==> config.mk <==
export PLATFORM = sky130hd
export DESIGN_NAME = out_fifo
export DESIGN_NICKNAME = d
export VERILOG_FILES = /design/src/rtl/out_fifo.sv
export SDC_FILE = /design/constraint.sdc
export NUM_CORES = 1
export LEC_CHECK = 0
export ABC_AREA = 1
export BUFFER_PORTS_ARGS = -buffer_cell sky130_fd_sc_hd__buf_4
export CAP_MARGIN = 5
export CORE_ASPECT_RATIO = 1.25
export CORE_UTILIZATION = 55
export CTS_CLUSTER_SIZE = 25
export DETAILED_ROUTE_END_ITERATION = 8
export PLACE_DENSITY_LB_ADDON = 0.2
export SLEW_MARGIN = 10
export SYNTH_ARGS = -nofsm -noshare
export SYNTH_HDL_FRONTEND = slang
export SYNTH_SLANG_ARGS = --single-unit
==> constraint.sdc <==
create_clock -name clk -period 2.6 [get_ports clk]
set_clock_uncertainty 0.1 [all_clocks]
set_input_delay 0.52 -clock clk [delete_from_list [all_inputs] [get_ports clk]]
set_output_delay 0.52 -clock clk [all_outputs]
set_load 0.02 [all_outputs]
==> src/rtl/out_fifo.sv <==
// out_fifo: circular-buffer output queue between an upstream arbiter and a
// downstream consumer. Registered read data with one-cycle latency, no
// fall-through, registered status flags and sticky overflow/underflow flags.
//
// Ports:
//   clk          clock, all registers sample on the rising edge
//   reset        asynchronous active-high reset
//   push         write request
//   data_in      word written on an accepted push ({dest[1:0], payload[3:0]})
//   pop          read request
//   data_out     registered read data, holds between pops
//   valid_out    high for the one cycle data_out carries a newly popped word
//   empty        occupancy == 0
//   almost_full  occupancy >= AF_THRESH (back-pressure to the arbiter)
//   full         occupancy == DEPTH
//   count        current occupancy
//   err_ovf      sticky: push while full without an accepted pop
//   err_udf      sticky: pop while empty
module out_fifo #(
  parameter int DATA_W    = 6,
  parameter int DEPTH     = 8,
  parameter int AF_THRESH = 6
) (
  input  logic                     clk,
  input  logic                     reset,
  input  logic                     push,
  input  logic [DATA_W-1:0]        data_in,
  input  logic                     pop,
  output logic [DATA_W-1:0]        data_out,
  output logic                     valid_out,
  output logic                     empty,
  output logic                     almost_full,
  output logic                     full,
  output logic [$clog2(DEPTH):0]   count,
  output logic                     err_ovf,
  output logic                     err_udf
);

  localparam int AW = $clog2(DEPTH);
  localparam int CW = AW + 1;
  localparam logic [CW-1:0] AF_C   = CW'(AF_THRESH);
  localparam logic [CW-1:0] FULL_C = CW'(DEPTH);
  localparam logic [CW-1:0] ONE_C  = CW'(1);
  localparam logic [AW-1:0] PTR_INC = AW'(1);

  logic [DATA_W-1:0] mem [DEPTH];
  logic [AW-1:0]     wr_ptr;
  logic [AW-1:0]     rd_ptr;
  logic              push_ok;
  logic              pop_ok;
  logic [CW-1:0]     count_nxt;

  // A push into a full queue is still accepted when a pop frees a slot on
  // the same edge; the read below sees the old entry, so the oldest word
  // leaves even though both pointers address the same slot.
  always_comb begin
    pop_ok    = pop && !empty;
    push_ok   = push && (!full || pop_ok);
    count_nxt = count;
    unique case ({push_ok, pop_ok})
      2'b10:   count_nxt = count + ONE_C;
      2'b01:   count_nxt = count - ONE_C;
      default: count_nxt = count;
    endcase
  end

  // Storage needs no reset.
  always_ff @(posedge clk) begin
    if (push_ok) mem[wr_ptr] <= data_in;
  end

  always_ff @(posedge clk or posedge reset) begin
    if (reset) begin
      wr_ptr      <= '0;
      rd_ptr      <= '0;
      count       <= '0;
      empty       <= 1'b1;
      almost_full <= 1'b0;
      full        <= 1'b0;
      data_out    <= '0;
      valid_out   <= 1'b0;
      err_ovf     <= 1'b0;
      err_udf     <= 1'b0;
    end else begin
      if (push_ok) wr_ptr <= wr_ptr + PTR_INC;
      if (pop_ok) begin
        rd_ptr   <= rd_ptr + PTR_INC;
        data_out <= mem[rd_ptr];
      end
      valid_out   <= pop_ok;
      count       <= count_nxt;
      // Flags come from the next-state count so they line up with count.
      empty       <= (count_nxt == '0);
      almost_full <= (count_nxt >= AF_C);
      full        <= (count_nxt == FULL_C);
      if (push && !push_ok) err_ovf <= 1'b1;
      if (pop && !pop_ok)   err_udf <= 1'b1;
    end
  end

endmodule
== After elaboration in Yosys (flattened, before gate mapping) ==
Memory sizes are Yosys's and may differ from the RTL's. A register that Yosys moved wholly into a read port is not among the register bits.
Index checks and enable logic that the tools add are counted.
W data, S select, Z words.

* $lt $le $gt $ge: 1
* Multiplexer cells: 3
* Add/subtract/negate cells: 4
* Reduce and logical (&&, ||, !) cells: 10
* Eq/ne operators: 3

{| class="wikitable"
|+ Operator list
! operator !! number
|-
| $pmux W4 S2 || 1
|-
| $add A3 B1 Y3 const B || 2
|-
| $add A4 B1 Y4 const B || 1
|-
| $eq A4 B4 Y1 const B || 1
|-
| $ge A4 B3 Y1 const B || 1
|-
| $logic_and A1 B1 Y1 || 4
|-
| $logic_not A1 Y1 || 4
|-
| $logic_not A4 Y1 || 1
|-
| $sub A4 B1 Y4 const B || 1
|-
| $eq A2 B1 Y1 const B || 1
|-
| $eq A2 B2 Y1 const B || 1
|-
| $mux W1 || 2
|-
| $logic_or A1 B1 Y1 || 1
|}

* Output and inout bits: 16
* RAM bits: 48
* Memories kept: 1
* Input port bits: 10
* Word-level logic and storage cells: 31
* Register bits: 16

{| class="wikitable"
|+ Memory list
! memory !! depth !! width !! read ports !! clocked after Yosys merged registers in !! write ports !! line !! source
|-
| mem || 8 || 6 || 1 || 1 || 1 || 46 || <nowiki>logic [DATA_W-1:0] mem [DEPTH];</nowiki>
|}

== Longest topological paths before layout ==
Gate-level depths: netlist (run 1).

* Depth after elaboration: 7
* Gate-level depth with buffers: 17
* Mapped depth without buffers: 17

== Worst setup path after synthesis (run 1) ==
No wires, ideal clock.

* Path kind: register -> register
* From: register empty
* To: register almost_full
* Arrival: 1.952 ns
* Library setup time: 0.118 ns
* Stages on the path, launching flop included: 17
* Buffers on the path: 0
* Setup slack: 0.430 ns
* Data required time: 2.382 ns
* Period minus slack after synthesis: 2.170 ns
* Cell sequence: dfstp_2 -> nor2_4 -> inv_2 -> nand2_2 -> nand2_2 -> ha_1 -> nand2_1 -> inv_1 -> nor2_4 -> ha_1 -> a21oi_1 -> or2_0 -> nand2_1 -> nand2_2 -> inv_2 -> nand2_1 -> nand2_1

* Cells in the longest elaborated chain, start to end: 7
* Elaborated cells between the ends (all ways): 8
* Classes of those cells: order compare (1); eq/ne (2); mux (1); reduce/logical (4)

{| class="wikitable"
|+ Ends and longest elaborated chain
! what !! line !! source
|-
| from (decl) || 31 || <nowiki>output logic empty,</nowiki>
|-
| from (signal assigned) || 93 || <nowiki>empty <= (count_nxt == '0);</nowiki>
|-
| $logic_not A1 Y1 (*) || 57 || <nowiki>pop_ok = pop && !empty;</nowiki>
|-
| $logic_and A1 B1 Y1 (*) || 57 ||
|-
| $logic_or A1 B1 Y1 || 58 || <nowiki>push_ok = push && (!full || pop_ok);</nowiki>
|-
| $logic_and A1 B1 Y1 || 58 ||
|-
| $eq A2 B1 Y1 or $eq A2 B2 Y1 (tied branches) || 60 || <nowiki>unique case ({push_ok, pop_ok})</nowiki>
|-
| $pmux W4 S2 (*) || 60 ||
|-
| net count_nxt[2] || 51 || <nowiki>logic [CW-1:0] count_nxt;</nowiki>
|-
| $ge A4 B3 Y1 (*) || 94 || <nowiki>almost_full <= (count_nxt >= AF_C);</nowiki>
|-
| to (signal assigned) || 94 ||
|-
| to (decl) || 32 || <nowiki>output logic almost_full,</nowiki>
|}

The timed path passes the listed nets; every way through them passes the cells marked *.
A chain may end at the register's enable or synchronous reset.

== Worst setup path after layout (run 1) ==
Same ends and word-level chain as after synthesis.

==> run_results.csv, run 1 <==
group,metric,value,unit
grt,overflow,0,
floorplan,dieArea,5607,µm²
job,drv_cap,0,
synthesis,synth_simple_gate_area_frac,0.1444,
worst_setup_path,end_kind,"register",
synthesis,synth_adder_area_share,0.02142,
sta,tightest_slew,0.8574,ns
floorplan,fp.coreArea,5080,µm²
clock_network,hold_buffers,0,
final_layout,fill_cells,398,
pwr,total_power,4.063,mW
final_layout,stdcell_count,355,
floorplan,dieHeight,83.47,µm
synthesis,syn_inst,253,
placed_design,gp_routability_congestion,0.8115,
sta,min_period,2.254,ns
worst_setup_path,r2r_slack,0.35,ns
floorplan,ioPinCount,26,
sta,setup-tns-final,0,ns
synthesis,synth_compound_area_frac,0.09640,
synthesis,yosysWarnings,0,
synthesis,netlist_area,2920,µm²
final_layout,drive_gt1_frac,0.2082,
placed_design,io_buffers,25,
final_layout,utilization,0.6653,
clock_network,clk_path_buf_depth,2,
worst_setup_path,cp_data_arrival_time,2.37,ns
run_status,status,"finished clean",
clock_network,clockRootBuffer,"clkbuf_8",
detailed_routing,drtAntennaViolNets,0,
sta,hold_viol,0,
clock_network,cts_buffers,9,
sta,setup_viol,0,
worst_setup_path,rr_worst_depth,16,
worst_setup_path,crit_type,"reg -> reg",
pwr,power_density,1202,nW/µm²
final_layout,area_delta_synth_final,15.72,%
clock_network,cts.sinks,70,
worst_setup_path,cp.required,2.72,ns
detailed_routing,drtIter0Drc,204,
clock_network,post_cts_buffers,0,
clock_network,cts-htree-levels,3,
final_layout,seqCellArea,1993,µm²
clock_network,clk_latency,0.33,ns
pwr,p_leak,1.382,nW
synthesis,synth_nets,268,
synthesis,ys_types,27,
sta,relSlewSlack,0.4277,
floorplan,num_rows,29,
grt,grt_pass1_vias,1865,
detailed_routing,vias_per_cell,5.468,
pwr,max-vdd-ir-drop,0.6151,mV
synthesis,synthMuxAreaShare,0,
sta,max_freq,443.7,MHz
final_layout,final_common_cell,"edfxtp_1",
worst_setup_path,crit_path_start,"empty$_DFF_PP1_",
synthesis,ys_ff_latch,70,
clock_network,cts-resized-gates,0,
synthesis,synth_xor_xnor_area_share,0.01500,
grt,grt_pass1_wl,8880,µm
worst_setup_path,start_kind,"register",
synthesis,synth_top_family_by_area,"simple AND/OR/NAND/NOR gates",
detailed_routing,wl,5592,µm
placed_design,place.detailed.hpwl,3749,µm
worst_setup_path,cp_max_fo,8,
detailed_routing,first_pass_iters,4,
worst_setup_path,reg2reg_to,"almost_full$_DFF_PP0_",
floorplan,die_x,67.18,µm
detailed_routing,drc,0,
placed_design,dpl.cell_count,339,
final_layout,layout_common_cells,"edfxtp_1, nand2_1, nor2_1",
final_layout,antenna_cells,0,
sta,min_period_over_period,0.8668,
floorplan,initial_utilization,0.5749,
clock_network,clkTransAtPathRegs,0.07,ns
grt,grt_use_total,0.2215,
worst_setup_path,r2r_start,"empty$_DFF_PP1_",
sta,rsz0062_at_grt,"false",
detailed_routing,wl_per_cell,15.75,µm
grt,grt_max_degree,23,
worst_hold_path,hp-class,"in -> async",
clock_network,cts_tree,"yes",
synthesis,synth-seq-area-share,0.6825,
final_layout,multiInputGateArea,809.5,µm²
sta,final_max_slew_viol_count,0,
synthesis,syn_area_per_cell,11.54,µm²
final_layout,final_nets,303,
grt,grt_antenna_before_repair,0,
detailed_routing,vias,1941,
-- registers in the layout, indices dropped and copies added (netlist names) --
name,count
mem,48
data_out,6
count,4
rd_ptr,3
wr_ptr,3
almost_full,1
empty,1
err_ovf,1
err_udf,1
full,1
valid_out,1
-- cells in the mapped netlist --
cell type   n  area share
nor2_1     32       0.041
edfxtp_1   48        0.49
xnor2_1     2      0.0060
or2_0       1      0.0021
clkbuf_1    1      0.0013
dfrtp_1    21        0.18
nand3_2     1      0.0034
or2_4       1      0.0030
buf_2       4      0.0069
a21o_1      1      0.0026
inv_2       4      0.0051
buf_4       2      0.0051
o21ai_0    19       0.033
nand2_1    41       0.053
inv_1      17       0.022
or2_2       1      0.0021
xor2_1      3      0.0090
nand2_2     3      0.0064
dfstp_2     1      0.0090
o211ai_1   12       0.031
a31o_2      1      0.0030
o21ai_1     8       0.014
nor2_4      2      0.0077
a21oi_1     8       0.014
ha_1        5       0.021
nand3_1    10       0.017
nor2_2      4      0.0086
-- metal layers --
| layer | wire, µm | part of all wire | global-route usage | vias to the layer above |
|---|---|---|---|---|
| met5 | 0 | 0 | 0 | - |
| met4 | 65 | 0.012 | 0.06190 | 0 |
| met3 | 237 | 0.042 | 0.05874 | 10 |
| met2 | 2733 | 0.49 | 0.3391 | 42 |
| met1 | 2557 | 0.46 | 0.3105 | 950 |
| li1 | - | - | - | 939 |
-- worst max-delay path by stage --
stage | cells past startpoint | to | slack [ns]
finish | 16 | almost_full$_DFF_PP0_ | 0.35
global route | 15 | empty$_DFF_PP1_ | 0.12
CTS | 16 | almost_full$_DFF_PP0_ | 0.33
detailed placement | 17 | almost_full$_DFF_PP0_ | 0.20
global placement | 17 | almost_full$_DFF_PP0_ | 0.27
floorplan | 16 | almost_full$_DFF_PP0_ | 0.43
-- layout make-up --
class / instances / share of cell area
multi-input combinational: 155 / 0.2395
timing repair buffer: 31 / 0.06886
tap: 62 / 0.02295
inverter: 21 / 0.02332
clock inverter: 2 / 0.01037
sequential: 70 / 0.5898
clock buffer: 14 / 0.04517
-- power by group --
group / total, mW / switching [mW] / internal (mW) / leakage (nW)
Combinational: 1.49 / 0.921 / 0.565 / 0.593
Sequential: 1.73 / 0.247 / 1.49 / 0.695
Clock: 0.843 / 0.372 / 0.470 / 0.0947
Total: 4.06 / 1.54 / 2.52 / 1.38
-- metrics by stage --
stage / hold slack, ns / cell area, µm² / setup WS, ns
floorplan: 0.4003 / 2920 / 0.4299
global placement: 0.3435 / 3192 / 0.2653
detailed placement: 0.3528 / 3192 / 0.1964
CTS: 0.2815 / 3379 / 0.3348
global route: 0.3056 / 3379 / 0.1231
finish: 0.2725 / 3379 / 0.3464
-- critical path, stage by stage (launching register included) --
cell and delay [ns]:
dfstp_2 0.56, nor2_4 0.05, inv_2 0.11, nand2_2 0.06, nand2_2 0.11, ha_1 0.22, nand2_1 0.06, inv_1 0.11
nor2_4 0.04, ha_1 0.18, a21oi_1 0.15, or2_0 0.13, nand2_1 0.06, nand2_2 0.07, inv_2 0.04, nand2_1 0.04
nand2_1 0.05
-- cells by family (layout without fill, tap and decap cells) --
group,count (synthesis),in the layout
buffers and inverters,28,68
adder cells (fa/ha/maj),5,5
XOR/XNOR,5,5
AND/OR/NAND/NOR,96,96
flip-flops,70,70
AO/OA/AOI/OAI,49,49
No activity file was read; power rests on OpenSTA's default activity.
==> run 2: changes to the inputs <==
- CTS_BUF_LIST: not set -> sky130_fd_sc_hd__clkbuf_2 sky130_fd_sc_hd__clkbuf_4 sky130_fd_sc_hd__clkbuf_8
==> run_results.csv, run 2 (synthesized netlist as in run 1, its figures left out) <==
group,metric,value,unit
worst_setup_path,crit_type,"reg -> reg",
detailed_routing,drtIter0Drc,232,
clock_network,clockRootBuffer,"clkbuf_8",
final_layout,largest-register,"mem",
final_layout,reg_top3,"mem (48), data_out (6), count (4)",
final_layout,layout_common_cells,"edfxtp_1, nand2_1, nor2_1",
final_layout,seqCellArea,1993,µm²
worst_hold_path,hp-class,"in -> async",
placed_design,io_buffers,25,
clock_network,clk_latency,0.32,ns
grt,grt_antenna_before_repair,0,
placed_design,dpl_cell_area,3192,µm²
detailed_routing,wl,5603,µm
detailed_routing,wl_per_cell,15.78,µm
pwr,total_power,4.096,mW
grt,grt_pass1_wl,8866,µm
job,drv_cap,0,
floorplan,die_x,67.18,µm
grt,grt_max_degree,23,
detailed_routing,first_pass_iters,4,
placed_design,gp_routability_congestion,0.8115,
floorplan,num_rows,29,
placed_design,dpl.cell_count,339,
sta,hold_viol,0,
floorplan,dieHeight,83.47,µm
final_layout,largest_register_ffs,48,
sta,max_freq,443.9,MHz
worst_setup_path,start_kind,"register",
clock_network,hold_buffers,0,
grt,grt_pass1_vias,1862,
final_layout,fill_cells,393,
pwr,p_leak,1.396,nW
worst_setup_path,cp_slowest_cell,"dfstp_2",
final_layout,utilization,0.6682,
sta,rsz0062_at_grt,"false",
worst_setup_path,crit_top_cell,"nand2_1",
pwr,max-vdd-ir-drop,0.6154,mV
final_layout,multiInputGateArea,809.5,µm²
clock_network,cts_buffers,9,
worst_setup_path,cp.buffers_inverters,3,
sta,min_period_over_period,0.8665,
clock_network,clkTransAtPathRegs,0.07,ns
floorplan,dieArea,5607,µm²
detailed_routing,vias_per_cell,5.459,
worst_setup_path,crit_chain,"nor2_4, inv_2, nand2_2, nand2_2, ha_1, nand2_1, inv_1, nor2_4, ha_1, a21oi_1, or2_0, nand2_1, nand2_2, inv_2, nand2_1, nand2_1",
final_layout,final_nets,303,
pwr,power_density,1207,nW/µm²
sta,layout_setup_ws,0.3470,ns
floorplan,ioPinCount,26,
floorplan,initial_utilization,0.5749,
worst_setup_path,cp_data_arrival_time,2.37,ns
run_status,status,"finished clean",
detailed_routing,drtAntennaViolNets,0,
final_layout,stdcell_count,355,
floorplan,fp.coreArea,5080,µm²
clock_network,post_cts_buffers,0,
final_layout,design_area,3395,µm²
worst_setup_path,cp_max_fo,8,
sta,relSlewSlack,0.4281,
sta,fin_hold_ws,0.2728,ns
worst_setup_path,cp_slowest_stage_delay,0.56,ns
clock_network,cts_tree,"yes",
worst_setup_path,cp.required,2.72,ns
final_layout,antenna_cells,0,
sta,min_period,2.253,ns
final_layout,final_common_cell,"edfxtp_1",
clock_network,clk_path_buf_depth,2,
sta,setup_viol,0,
sta,setup-tns-final,0,ns
sta,tightest_slew,0.8569,ns
clock_network,cts-htree-levels,3,
detailed_routing,vias,1938,
placed_design,dp_slack,0.1964,ns
grt,overflow,0,
clock_network,cts.sinks,70,
final_layout,drive_gt1_frac,0.2218,
placed_design,place.detailed.hpwl,3749,µm
final_layout,area_delta_synth_final,16.24,%
sta,final_max_slew_viol_count,0,
detailed_routing,drc,0,
worst_setup_path,end_kind,"register",
grt,grt_use_total,0.2212,
worst_setup_path,cpLargestDelayFamily,"simple AND/OR/NAND/NOR gates",
clock_network,cts-resized-gates,0,
[run 2: cell types whose count changed in the layout (fill, tap and decap cells not counted)]
cell      previous run  this run
clkbuf_1             4         0
clkbuf_4             0         4
[run 2: area by class of cell]
cell class	count	area share
inverters	21	0.02322
clock inverters	2	0.01032
well taps	62	0.02285
flip-flops and latches	70	0.5872
multi-input cells	155	0.2385
clock buffers	14	0.04939
repair buffers	31	0.06856
[run 2: layer usage]
layer  GRT usage  vias to the layer above  part of all wire
met5           0                        -                 0
met4     0.06190                        0             0.010
met3     0.05874                        9             0.062
met2      0.3400                       58              0.49
met1      0.3086                      931              0.44
li1            -                      940                 -
[run 2: final timing paths]
check	from	end	slack [ns]	cells after the start
min in group clk	pop	err_udf$_DFFE_PP0P_	0.31	2
max reg2reg	empty$_DFF_PP1_	almost_full$_DFF_PP0_	0.35	16
max in group asynchronous	reset	wr_ptr[0]$_DFFE_PP0P_	1.59	2
min	reset	valid_out$_DFF_PP0_	0.27	2
min reg2reg	err_udf$_DFFE_PP0P_	err_udf$_DFFE_PP0P_	0.36	1
max	empty$_DFF_PP1_	almost_full$_DFF_PP0_	0.35	16
[run 2: power breakdown]
group | internal (mW) | leakage [nW] | switching (mW) | total, mW
Combinational | 0.565 | 0.593 | 0.922 | 1.49
Clock | 0.512 | 0.108 | 0.366 | 0.878
Sequential | 1.49 | 0.695 | 0.242 | 1.73
Total | 2.57 | 1.40 | 1.53 | 4.10
